$ cat src/rtl/mem_arbiter_if.sv
// rtl/mem_arbiter_if.sv - fetch/data requester and unified-memory signal bundle for mem_arbiter
interface mem_arbiter_if #(
    parameter int DATA_W = 32
);
    logic              iFetchReq;
    logic [DATA_W-1:0] iFetchAddr;
    logic              oFetchDone;
    logic [DATA_W-1:0] oFetchData;

    logic              iDataReq;
    logic              iDataWe;
    logic [DATA_W-1:0] iDataAddr;
    logic [DATA_W-1:0] iDataWData;
    logic              oDataDone;
    logic [DATA_W-1:0] oDataRData;

    logic [DATA_W-1:0] oMemAddr;
    logic [DATA_W-1:0] oMemWData;
    logic              oMemRead;
    logic              oMemWrite;
    logic [DATA_W-1:0] iMemRData;

    logic              oBusy;

    modport slave (
        input  iFetchReq, iFetchAddr,
        input  iDataReq, iDataWe, iDataAddr, iDataWData,
        input  iMemRData,
        output oFetchDone, oFetchData,
        output oDataDone, oDataRData,
        output oMemAddr, oMemWData, oMemRead, oMemWrite,
        output oBusy
    );

    modport master (
        output iFetchReq, iFetchAddr,
        output iDataReq, iDataWe, iDataAddr, iDataWData,
        output iMemRData,
        input  oFetchDone, oFetchData,
        input  oDataDone, oDataRData,
        input  oMemAddr, oMemWData, oMemRead, oMemWrite,
        input  oBusy
    );
endinterface

$ cat src/rtl/mem_arbiter.sv
// rtl/mem_arbiter.sv - two-requester (fetch/data) round-robin arbiter onto one fixed-latency memory
module mem_arbiter #(
    parameter int WAIT_CYCLES = 2,
    parameter int DATA_W      = 32
) (
    input  logic         iClk,
    input  logic         iRst,
    mem_arbiter_if.slave bus
);
    typedef enum logic [1:0] {IDLE, ACCESS, RESP} stateT;

    localparam logic [3:0] WAIT_LOAD = 4'(WAIT_CYCLES - 1);

    stateT             state;
    stateT             stateNext;
    logic              lastGnt;
    logic [3:0]        waitCnt;
    logic [DATA_W-1:0] addrQ;
    logic [DATA_W-1:0] wdataQ;
    logic [DATA_W-1:0] rdataQ;
    logic              weQ;
    logic              ownerQ;
    logic              grant;
    logic              grantD;

    always_ff @(posedge iClk or posedge iRst) begin
        if (iRst) begin
            state <= IDLE;
        end else begin
            state <= stateNext;
        end
    end

    // On a tie, the requester that did not win last time gets the grant
    always_comb begin
        stateNext      = state;
        grant          = 1'b0;
        grantD         = 1'b0;
        bus.oMemRead   = 1'b0;
        bus.oMemWrite  = 1'b0;
        bus.oFetchDone = 1'b0;
        bus.oDataDone  = 1'b0;
        case (state)
            IDLE: begin
                grant  = bus.iFetchReq | bus.iDataReq;
                grantD = bus.iDataReq & (~bus.iFetchReq | ~lastGnt);
                if (grant) begin
                    stateNext = ACCESS;
                end
            end
            ACCESS: begin
                bus.oMemRead  = ~weQ;
                bus.oMemWrite = weQ;
                if (waitCnt == 4'd0) begin
                    stateNext = RESP;
                end
            end
            RESP: begin
                bus.oFetchDone = ~ownerQ;
                bus.oDataDone  = ownerQ;
                stateNext      = IDLE;
            end
            default: begin
                stateNext = IDLE;
            end
        endcase
    end

    always_ff @(posedge iClk or posedge iRst) begin
        if (iRst) begin
            lastGnt <= 1'b1;
            waitCnt <= 4'd0;
            addrQ   <= '0;
            wdataQ  <= '0;
            rdataQ  <= '0;
            weQ     <= 1'b0;
            ownerQ  <= 1'b0;
        end else begin
            if (state == IDLE && grant) begin
                addrQ   <= grantD ? bus.iDataAddr : bus.iFetchAddr;
                weQ     <= grantD & bus.iDataWe;
                ownerQ  <= grantD;
                lastGnt <= grantD;
                waitCnt <= WAIT_LOAD;
                if (grantD) begin
                    wdataQ <= bus.iDataWData;
                end
            end
            if (state == ACCESS) begin
                if (waitCnt == 4'd0) begin
                    // Stores leave the response register alone so oDataRData is unchanged
                    if (!weQ) begin
                        rdataQ <= bus.iMemRData;
                    end
                end else begin
                    waitCnt <= waitCnt - 4'd1;
                end
            end
        end
    end

    // Memory side is fed only from latched registers
    assign bus.oMemAddr   = addrQ;
    assign bus.oMemWData  = wdataQ;
    assign bus.oFetchData = rdataQ;
    assign bus.oDataRData = rdataQ;
    assign bus.oBusy      = (state != IDLE);
endmodule

$ cat src/flat_wrapper.sv
// flat-port wrapper written by rule: the top's interface ports become plain ports
module mem_arbiter_flat 
#(
    parameter int WAIT_CYCLES = 2,
    parameter int DATA_W      = 32
)
  (iClk, iRst, bus_iFetchReq, bus_iFetchAddr, bus_iDataReq, bus_iDataWe, bus_iDataAddr, bus_iDataWData, bus_iMemRData, bus_oFetchDone, bus_oFetchData, bus_oDataDone, bus_oDataRData, bus_oMemAddr, bus_oMemWData, bus_oMemRead, bus_oMemWrite, bus_oBusy);
  mem_arbiter_if #(.DATA_W(DATA_W)) bus_i ();
  input  logic iClk;
  input  logic iRst;
  input wire logic [$bits(bus_i.iFetchReq)-1:0] bus_iFetchReq;
  input wire logic [$bits(bus_i.iFetchAddr)-1:0] bus_iFetchAddr;
  input wire logic [$bits(bus_i.iDataReq)-1:0] bus_iDataReq;
  input wire logic [$bits(bus_i.iDataWe)-1:0] bus_iDataWe;
  input wire logic [$bits(bus_i.iDataAddr)-1:0] bus_iDataAddr;
  input wire logic [$bits(bus_i.iDataWData)-1:0] bus_iDataWData;
  input wire logic [$bits(bus_i.iMemRData)-1:0] bus_iMemRData;
  output wire logic [$bits(bus_i.oFetchDone)-1:0] bus_oFetchDone;
  output wire logic [$bits(bus_i.oFetchData)-1:0] bus_oFetchData;
  output wire logic [$bits(bus_i.oDataDone)-1:0] bus_oDataDone;
  output wire logic [$bits(bus_i.oDataRData)-1:0] bus_oDataRData;
  output wire logic [$bits(bus_i.oMemAddr)-1:0] bus_oMemAddr;
  output wire logic [$bits(bus_i.oMemWData)-1:0] bus_oMemWData;
  output wire logic [$bits(bus_i.oMemRead)-1:0] bus_oMemRead;
  output wire logic [$bits(bus_i.oMemWrite)-1:0] bus_oMemWrite;
  output wire logic [$bits(bus_i.oBusy)-1:0] bus_oBusy;
  assign bus_i.iFetchReq = bus_iFetchReq;
  assign bus_i.iFetchAddr = bus_iFetchAddr;
  assign bus_i.iDataReq = bus_iDataReq;
  assign bus_i.iDataWe = bus_iDataWe;
  assign bus_i.iDataAddr = bus_iDataAddr;
  assign bus_i.iDataWData = bus_iDataWData;
  assign bus_i.iMemRData = bus_iMemRData;
  assign bus_oFetchDone = bus_i.oFetchDone;
  assign bus_oFetchData = bus_i.oFetchData;
  assign bus_oDataDone = bus_i.oDataDone;
  assign bus_oDataRData = bus_i.oDataRData;
  assign bus_oMemAddr = bus_i.oMemAddr;
  assign bus_oMemWData = bus_i.oMemWData;
  assign bus_oMemRead = bus_i.oMemRead;
  assign bus_oMemWrite = bus_i.oMemWrite;
  assign bus_oBusy = bus_i.oBusy;
  mem_arbiter #(.WAIT_CYCLES(WAIT_CYCLES), .DATA_W(DATA_W)) u_core (.iClk(iClk), .iRst(iRst), .bus(bus_i));
endmodule
$ cat config.mk
export PLATFORM = sky130hd
export DESIGN_NAME = mem_arbiter_flat
export DESIGN_NICKNAME = d
export VERILOG_FILES = /design/src/rtl/mem_arbiter_if.sv /design/src/rtl/mem_arbiter.sv /design/src/flat_wrapper.sv
export SDC_FILE = /design/constraint.sdc
export NUM_CORES = 1
export LEC_CHECK = 0
export CAP_MARGIN = 20
export CORE_MARGIN = 5
export CORE_UTILIZATION = 39
export DETAILED_ROUTE_END_ITERATION = 12
export PLACE_DENSITY_LB_ADDON = 0.12
export SLEW_MARGIN = 40
export SYNTH_ARGS = -nofsm -noshare
export SYNTH_HDL_FRONTEND = slang
export SYNTH_SLANG_ARGS = --single-unit
$ cat constraint.sdc
create_clock -name iClk -period 4.1 [get_ports iClk]
set_input_delay 0.41 -clock iClk [delete_from_list [all_inputs] [get_ports iClk]]
set_output_delay 0.41 -clock iClk [all_outputs]
set_load 0.02 [all_outputs]
=== Yosys cells after proc, flatten, opt, wreduce, memory -nomap -nowiden ===
Cells that the tools add are included.

* Input bits: 133
* Output and inout port bits: 133
* Register bits after elaboration: 105
* Logic and storage cells: 41

* Equal/unequal tests: 4
* Mux-type cells: 13
* $add $sub $neg: 1
* Bitwise gates (word level): 8
* Reductions and logical operators: 7

{| class="wikitable"
|+ Operators by type and width
! cell !! count
|-
| $mux W32 || 1
|-
| $mux W4 || 3
|-
| $mux W1 || 6
|-
| $logic_not A4 Y1 || 1
|-
| $mux W2 || 2
|-
| $ne A2 B1 Y1 const B || 2
|-
| $not A1 Y1 || 4
|-
| $pmux W2 S2 || 1
|-
| $reduce_and A2 Y1 || 2
|-
| $sub A4 B1 Y4 const B || 1
|-
| $reduce_and A3 Y1 || 1
|-
| $and A1 B1 Y1 || 2
|-
| $eq A2 B1 Y1 const B || 1
|-
| $eq A2 B2 Y1 const B || 1
|-
| $logic_not A2 Y1 || 1
|-
| $or A1 B1 Y1 || 2
|-
| $reduce_bool A2 Y1 || 1
|-
| $logic_and A1 B1 Y1 || 1
|}

=== Logic depth before layout (Yosys ltp) ===
Gate-level depths: netlist of run 1.

* Word-level depth: 6
* Mapped depth: 6

=== Least setup slack after synthesis of run 1 ===
Ideal clock, no wire load.

* Kind: register to register
* Start point: register u_core.waitCnt[0]
* End point: register u_core.rdataQ[0] (netlist: u_core.bus.oDataRData[0])
* Setup time: 0.125 ns
* Cell stages (with the launch flop): 7
* Period minus slack after synthesis: 1.587 ns
* Path slack: 2.513 ns
* Path buffers: 1
* Required time: 3.975 ns
* Arrival time: 1.462 ns
* Cell sequence: dfrtp_1 inv_1 ha_1 nor3b_4 nand3b_4 buf_6 mux2_4

* Cells in the longest elaborated chain, start to end: 2

{| class="wikitable"
|+ Ends and longest elaborated chain
! item !! line !! source
|-
| from (decl) || mem_arbiter.sv:17 || <nowiki>logic [3:0] waitCnt;</nowiki>
|-
| from (signal assigned) || mem_arbiter.sv:96 || <nowiki>waitCnt <= waitCnt - 4'd1;</nowiki>
|-
| $logic_not A4 Y1 || mem_arbiter.sv:90 || <nowiki>if (waitCnt == 4'd0) begin</nowiki>
|-
| $reduce_and A3 Y1 (no line) || -- ||
|-
| to (signal assigned) || mem_arbiter.sv:93 || <nowiki>rdataQ <= bus.iMemRData;</nowiki>
|-
| to (decl) || mem_arbiter.sv:20 || <nowiki>logic [DATA_W-1:0] rdataQ;</nowiki>
|}

Every way passes these cells.
A chain may end at the register's enable or synchronous reset.

=== Final worst setup path of run 1 ===
* Start point: register u_core.state[0]
* End point: output bus_oBusy

* Cells in the longest elaborated chain, start to end: 1

{| class="wikitable"
|+ Ends and longest elaborated chain
! item !! line !! source
|-
| from (decl) || mem_arbiter.sv:14 || <nowiki>stateT state;</nowiki>
|-
| from (signal assigned) || mem_arbiter.sv:30 || <nowiki>state <= stateNext;</nowiki>
|-
| $reduce_bool A2 Y1 || mem_arbiter.sv:107 || <nowiki>assign bus.oBusy = (state != IDLE);</nowiki>
|-
| to (decl) || flat_wrapper.sv:26 || <nowiki>output wire logic [$bits(bus_i.oBusy)-1:0] bus_oBusy;</nowiki>
|}

Every way passes these cells.

==> results by group, run 1 <==
Status
  • Outcome: completed

Power
  • Sequential Power Share: 30.1%
  • Sw frac: 38.84%
  • Clock network fraction of total power: 13.7%
  • Sw power: 2.540 mW
  • Cell Pwr Density: 841.7 nW/um^2
  • Comb power frac: 56.2%
  • Peak supply drop: 0.0004031 V
  • Pint: 4.000 mW
  • Final Total Pwr: 6.540 mW
  • Leak Pwr: 3.276 nW

Timing
  • Tcrit/Tclk final: 57.90%
  • Minimum clock period: 2374 ps
  • Pins Over Slew Limit: 0
  • Final worst-path setup slack: 1726 ps
  • Final hold slack: 490.1 ps
  • Max-Slew Margin vs Limit: 53.19%
  • Fin. Hold Viols: 0
  • Final setup TNS: 0 ps
  • RSZ-0062 raised after global routing: false
  • Slew at the pin with the worst max-slew slack: 700.5 ps
  • Fmax: 421.2 MHz
  • Final setup viols: 0
  • Max Clock Skew: 10.62 ps

Synthesis
  • Avg Cell Area, Syn: 12.46 um^2
  • Async SR Flop Fraction: 100.0%
  • Synth Net Count: 530
  • Yosys top cell by area: dfrtp_1
  • Post-synth top flop: dfrtp_1
  • Synth cell count leaders: dfrtp_1 (104), inv_1 (38), o21ai_0 (34)
  • Share of the synthesized area in the top cell type: 52.77%
  • Register bit total from synthesis: 105
  • Most common cell in the netlist: dfrtp_1
  • Sequential fraction of the synthesis area: 53.30%
  • Gate Count Post-Synth: 396
  • Warnings from Yosys: 0
  • Post-synth cell types: 36
  • Dominant cells by area after synthesis: dfrtp_1 (53%), mux2_4 (9.1%), mux2_2 (6.8%)
  • Synth Cell Area: 4932 um^2
  • Number of synthesized flops with an enable pin: 0

Drt
  • Via-to-Cell Ratio: 5.048
  • Post-route ant nets: 0
  • Avg WL per Cell: 18.32 um
  • Total Wirelength: 14510 um
  • Via count: 3998
  • Iteration-0 DRC Markers: 197
  • # DRC: 0
  • TritonRoute pass-1 iters: 4

Min path
  • Worst hold path class: reg2reg

Floorplanning
  • Core box area: 12520 um^2
  • Row Count: 41
  • Die area: 15000 um^2
  • IO Pins: 266
  • Die Ht: 122.5 um
  • Chip width: 122.5 um
  • Starting Density: 39.40%

Clock tree
  • CTS Hold Buffers Added: 0
  • H-tree Lvls: 3
  • Clk sink count: 105
  • CTS Buf Count: 9
  • TritonCTS clock tree: built
  • Reg clk slew, reported paths: 70 ps
  • Clk root buf: clkbuf_16
  • Clock Tree Buf Depth: 2
  • Post-CTS Setup Bufs: 0
  • Clock latency on the worst-skew pair: 340 ps
  • Resized Gates After CTS: 0

Final layout
  • Inserted Diodes: 0
  • Fraction of final layout cells sized beyond drive strength 1: 15.16%
  • Syn-to-layout area delta: 57.53%
  • # nets final: 749
  • Finished Layout Cells: 792

Placement
  • Dpl ws: 1556 ps
  • Port Buf Inserts: 265
  • Final HPWL DP: 10810 um
  • Routability congestion estimate: 0.8135
  • Placed cells: 776

Worst setup path
  • Reg2Reg Depth: 5
  • CP Data Arrival Time: 1960 ps
  • CP Class: reg2out
  • Start point of the critical path: u_core.state[0]$_DFFE_PP0P_
  • Required @ worst endpoint: 3690 ps
  • Critical Path Source Type: register
  • Critical-path maximum fanout: 36
  • R2R Path Start: u_core.state[0]$_DFFE_PP0P_
  • Crit. End Element: primary output
  • Worst setup path endpoint: bus_oBusy
  • Reg2reg setup slack: 1820 ps
  • Reg2reg end: u_core.bus.oMemWData[12]$_DFFE_PP0P_

Global route
  • Antenna violations before repair: 0
  • GR Overflow Total: 0
  • First-pass GRT wire length: 22310 um
  • Total GRT Usage: 18.93%
  • Vias in the first global route: 4203
  • Largest net degree at the start of global routing: 82

Job
  • Max cap viols: 0
-- power by group through the flow --
stage	logic [mW]	clock network, mW	registers (mW)
after floorplan	1.69	0	2.47
after global placement	3.65	0	1.96
after detailed placement	3.71	0	1.98
after CTS	3.72	0.917	1.97
after global routing	3.89	0.955	2.05
final	3.68	0.895	1.97
-- cells in the final DEF (no fill, tap or decap), types with 2 or more instances in the layout --
master	synthesis	final
a21o_1	2	2
inv_6	0	2
a31o_2	2	2
clkdlybuf4s50_1	0	265
buf_4	33	6
mux2_2	30	30
clkbuf_8	0	2
clkbuf_16	0	9
inv_1	38	36
mux2_4	30	30
o21ai_0	34	34
mux2_1	5	5
dfrtp_1	104	104
nor2_4	1	2
o211ai_1	32	32
o2111ai_1	32	32
nor2_1	3	2
nor3b_1	2	2
-- cell type report --
class                           instances  area [um^2]
Tap cell                              172        215.2
Multi-Input combinational cell        190         1765
Sequential cell                       105         2629
Fill cell                            1084         4747
Clock inverter                          5        60.06
Timing Repair Buffer                  271         2698
Clock buffer                           11        252.7
Inverter                               38        150.1
-- state kept, by name, indices dropped and copies added (netlist names) --
signal	cells
u_core.state	2
u_core.waitCnt	4
u_core.lastGnt	1
u_core.bus.oDataRData	32
u_core.ownerQ	1
u_core.bus.oMemAddr	32
u_core.weQ	1
u_core.bus.oMemWData	32
-- layer usage --
| metal | global-route usage [%] | wire length (um) |
|---|---|---|
| met1 | 22.67 | 5848 |
| met2 | 32.26 | 7130 |
| met3 | 6.083 | 1288 |
| met4 | 6.298 | 242 |
| met5 | 0 | 0 |
-- worst max-delay path, stage by stage, from the launching register on --
cell,delay [ps]
dfrtp_1,450
nor2_4,120
buf_4,350
inv_1,140
clkdlybuf4s50_1,560
-- how the worst min path moves through the flow --
stage / from / to / slack, ps / cells after the start
global placement: u_core.bus.oMemWData[5]$_DFFE_PP0P_ / u_core.bus.oMemWData[5]$_DFFE_PP0P_ / 470 / 1
detailed placement: u_core.bus.oMemWData[1]$_DFFE_PP0P_ / u_core.bus.oMemWData[1]$_DFFE_PP0P_ / 480 / 1
finish: u_core.bus.oMemWData[1]$_DFFE_PP0P_ / u_core.bus.oMemWData[1]$_DFFE_PP0P_ / 490 / 1
floorplan: u_core.ownerQ$_DFFE_PP0P_ / u_core.ownerQ$_DFFE_PP0P_ / 470 / 1
CTS: u_core.bus.oMemWData[1]$_DFFE_PP0P_ / u_core.bus.oMemWData[1]$_DFFE_PP0P_ / 500 / 1
global route: u_core.bus.oMemWData[6]$_DFFE_PP0P_ / u_core.bus.oMemWData[6]$_DFFE_PP0P_ / 520 / 1
-- cell families after synthesis --
kind of cell	Yosys count	share of synthesized area (%)
adders and majority gates	1	0.2536
and+or+nand+nor	17	2.689
muxes	65	17.12
AOI/OAI and AO/OA	107	15.45
DFF	105	53.30
buffers and inverters	101	11.19
-- through the flow --
| step | utilization (%) | area, um^2 |
|---|---|---|
| finish | 62.08 | 7770 |
| CTS | 62.06 | 7767 |
| global placement | 59.45 | 7441 |
| detailed placement | 59.56 | 7455 |
| global route | 62.08 | 7770 |
| floorplan | - | 4932 |
(Power assumes the default switching activity.)
==> run 2: changes to the inputs <==
- clock period: 4.1 -> 2.3 ns (I/O delays scaled with it)
==> run 2 against run 1 <==
Via count grew 0.58%. Critical endpoint is now bus_oMemWrite. Register-to-register slack lost 1500 ps. Final cell count is 0.88% higher. Clock skew down 5.9 ps. Non-clock buffer count is 7 higher. Die area stayed put. Count of clock-buffer cells in the layout unchanged. Global-route usage up 0.22 points.
==> results by group, run 2 (same netlist as run 1, synthesis figures left out) <==
Worst setup path
  • Reg2Reg Depth: 6
  • Required @ worst endpoint: 2070 ps
  • Start point of the critical path: u_core.state[1]$_DFFE_PP0P_
  • Reg2reg end: u_core.bus.oDataRData[25]$_DFFE_PP0P_
  • CP Data Arrival Time: 1850 ps
  • Crit. End Element: primary output
  • CP Class: reg2out
  • Delay-heaviest family, CP: buffers and inverters
  • Critical path's slowest cell: clkdlybuf4s50_1
  • Critical-path cell list: nand2b_1 -> nor2_1 -> clkdlybuf4s50_1
  • Critical-path maximum fanout: 8
  • Slowest stage delay, CP: 630 ps
  • WP buf/inv: 1
  • R2R Path Start: u_core.waitCnt[0]$_DFF_PP0_
  • Critical Path Source Type: register
  • Reg2reg setup slack: 340 ps

Drt
  • Via-to-Cell Ratio: 5.033
  • Iteration-0 DRC Markers: 213
  • Post-route ant nets: 0
  • Total Wirelength: 14510 um
  • # DRC: 0
  • TritonRoute pass-1 iters: 4
  • Via count: 4021
  • Avg WL per Cell: 18.16 um

Floorplanning
  • Row Count: 41
  • IO Pins: 266
  • Die Ht: 122.5 um
  • Die area: 15000 um^2
  • Chip width: 122.5 um
  • Starting Density: 39.40%
  • Core box area: 12520 um^2

Clock tree
  • H-tree Lvls: 3
  • CTS Buf Count: 9
  • Post-CTS Setup Bufs: 0
  • Clk sink count: 105
  • Clock Tree Buf Depth: 2
  • Reg clk slew, reported paths: 70 ps
  • Resized Gates After CTS: 0
  • TritonCTS clock tree: built
  • Clk root buf: clkbuf_16
  • CTS Hold Buffers Added: 0
  • Clock latency on the worst-skew pair: 340 ps

Power
  • Clock network fraction of total power: 13.9%
  • Leak Pwr: 3.313 nW
  • Sw frac: 38.41%
  • Pint: 7.234 mW
  • Peak supply drop: 0.0006095 V
  • Comb power frac: 57.1%
  • Sw power: 4.511 mW
  • Sequential Power Share: 29.0%
  • Cell Pwr Density: 1495 nW/um^2

Timing
  • Minimum clock period: 2082 ps
  • Fmax: 480.4 MHz
  • Final hold slack: 226.6 ps
  • Pins Over Slew Limit: 0
  • Final setup viols: 0
  • RSZ-0062 raised after global routing: false
  • Tcrit/Tclk final: 90.51%
  • Max Clock Skew: 4.714 ps
  • Slew at the pin with the worst max-slew slack: 678.7 ps
  • Fin. Hold Viols: 0
  • Final setup TNS: 0 ps
  • Max-Slew Margin vs Limit: 54.27%

Min path
  • Worst hold path class: in2async

Final layout
  • Inserted Diodes: 0
  • Multi-input logic area: 1754 um^2
  • # nets final: 756
  • Commonest non-fill, non-tap cell in the layout: clkdlybuf4s50_1
  • Fraction of final layout cells sized beyond drive strength 1: 15.47%
  • FF+latch area: 2629 um^2
  • Syn-to-layout area delta: 59.31%
  • Fill cell count: 1050
  • Most frequent cells in the layout: clkdlybuf4s50_1 (265), dfrtp_1 (104), inv_1 (36), o21ai_0 (34)

Global route
  • GRT met1 Usage: 22.42%
  • Met3 usage: 5.945%
  • Antenna violations before repair: 0
  • Met2 Track Usage GR: 33.25%
  • Largest net degree at the start of global routing: 61
  • Vias in the first global route: 4199
  • First-pass GRT wire length: 22380 um
  • GR Overflow Total: 0
  • Total GRT Usage: 19.15%
  • Busiest grt layer: met2

Placement
  • Port Buf Inserts: 265
  • Routability congestion estimate: 0.8420
  • Final HPWL DP: 11050 um

Status
  • Outcome: completed

Job
  • Max cap viols: 0
## run 2: cell types whose count changed in the layout (fill, tap and decap cells not counted), moves of 2 or more
cell        change
clkinvlp_4      +2
buf_4           +3
inv_6           -2
clkbuf_1        +2
buf_12          +4
clkbuf_8        -2
## run 2: how the worst max path moves through the flow
stage	end	cells past startpoint
final	bus_oMemWrite	3
after global routing	bus_oMemRead	3
after CTS	bus_oMemWrite	3
after detailed placement	u_core.bus.oDataRData[28]$_DFFE_PP0P_	6
after global placement	u_core.bus.oMemAddr[16]$_DFFE_PP0P_	4
after floorplan	u_core.bus.oDataRData[0]$_DFFE_PP0P_	6
## run 2: metal layers
layer | share of wire [%] | vias up
li1 | - | 1855
met2 | 50 | 191
met3 | 9.6 | 14
met4 | 1.6 | 0
met1 | 39 | 1961
met5 | 0 | -
## run 2: power by group through the flow
stage	logic, mW	registers, mW	clock network, mW
final	6.71	3.41	1.63
after global routing	7.09	3.54	1.75
after CTS	6.79	3.42	1.67
after detailed placement	6.78	3.44	0
after global placement	6.68	3.40	0
after floorplan	3.02	4.40	0
## run 2: area by class of cell
type                            instances  area share [%]
Timing Repair Buffer                  278           35.64
Sequential cell                       105           33.46
Multi-Input combinational cell        190           22.32
Clock buffer                           11           2.962
Tap cell                              172           2.739
Inverter                               38           1.863
Clock inverter                          5           1.019
## run 2: per-stage QoR
stage                     total power [mW]  setup slack (ps)  utilization, %  instances  instance area (um^2)
after floorplan                      7.416             712.9               -        396                  4936
after global placement               10.08             381.8           60.28        783                  7545
after detailed placement             10.22             320.8           60.28        783                  7545
after CTS                            11.89             173.1           62.77        799                  7858
after global routing                 12.38             107.0           62.77        799                  7858
final                                11.74             218.2           62.77        799                  7858
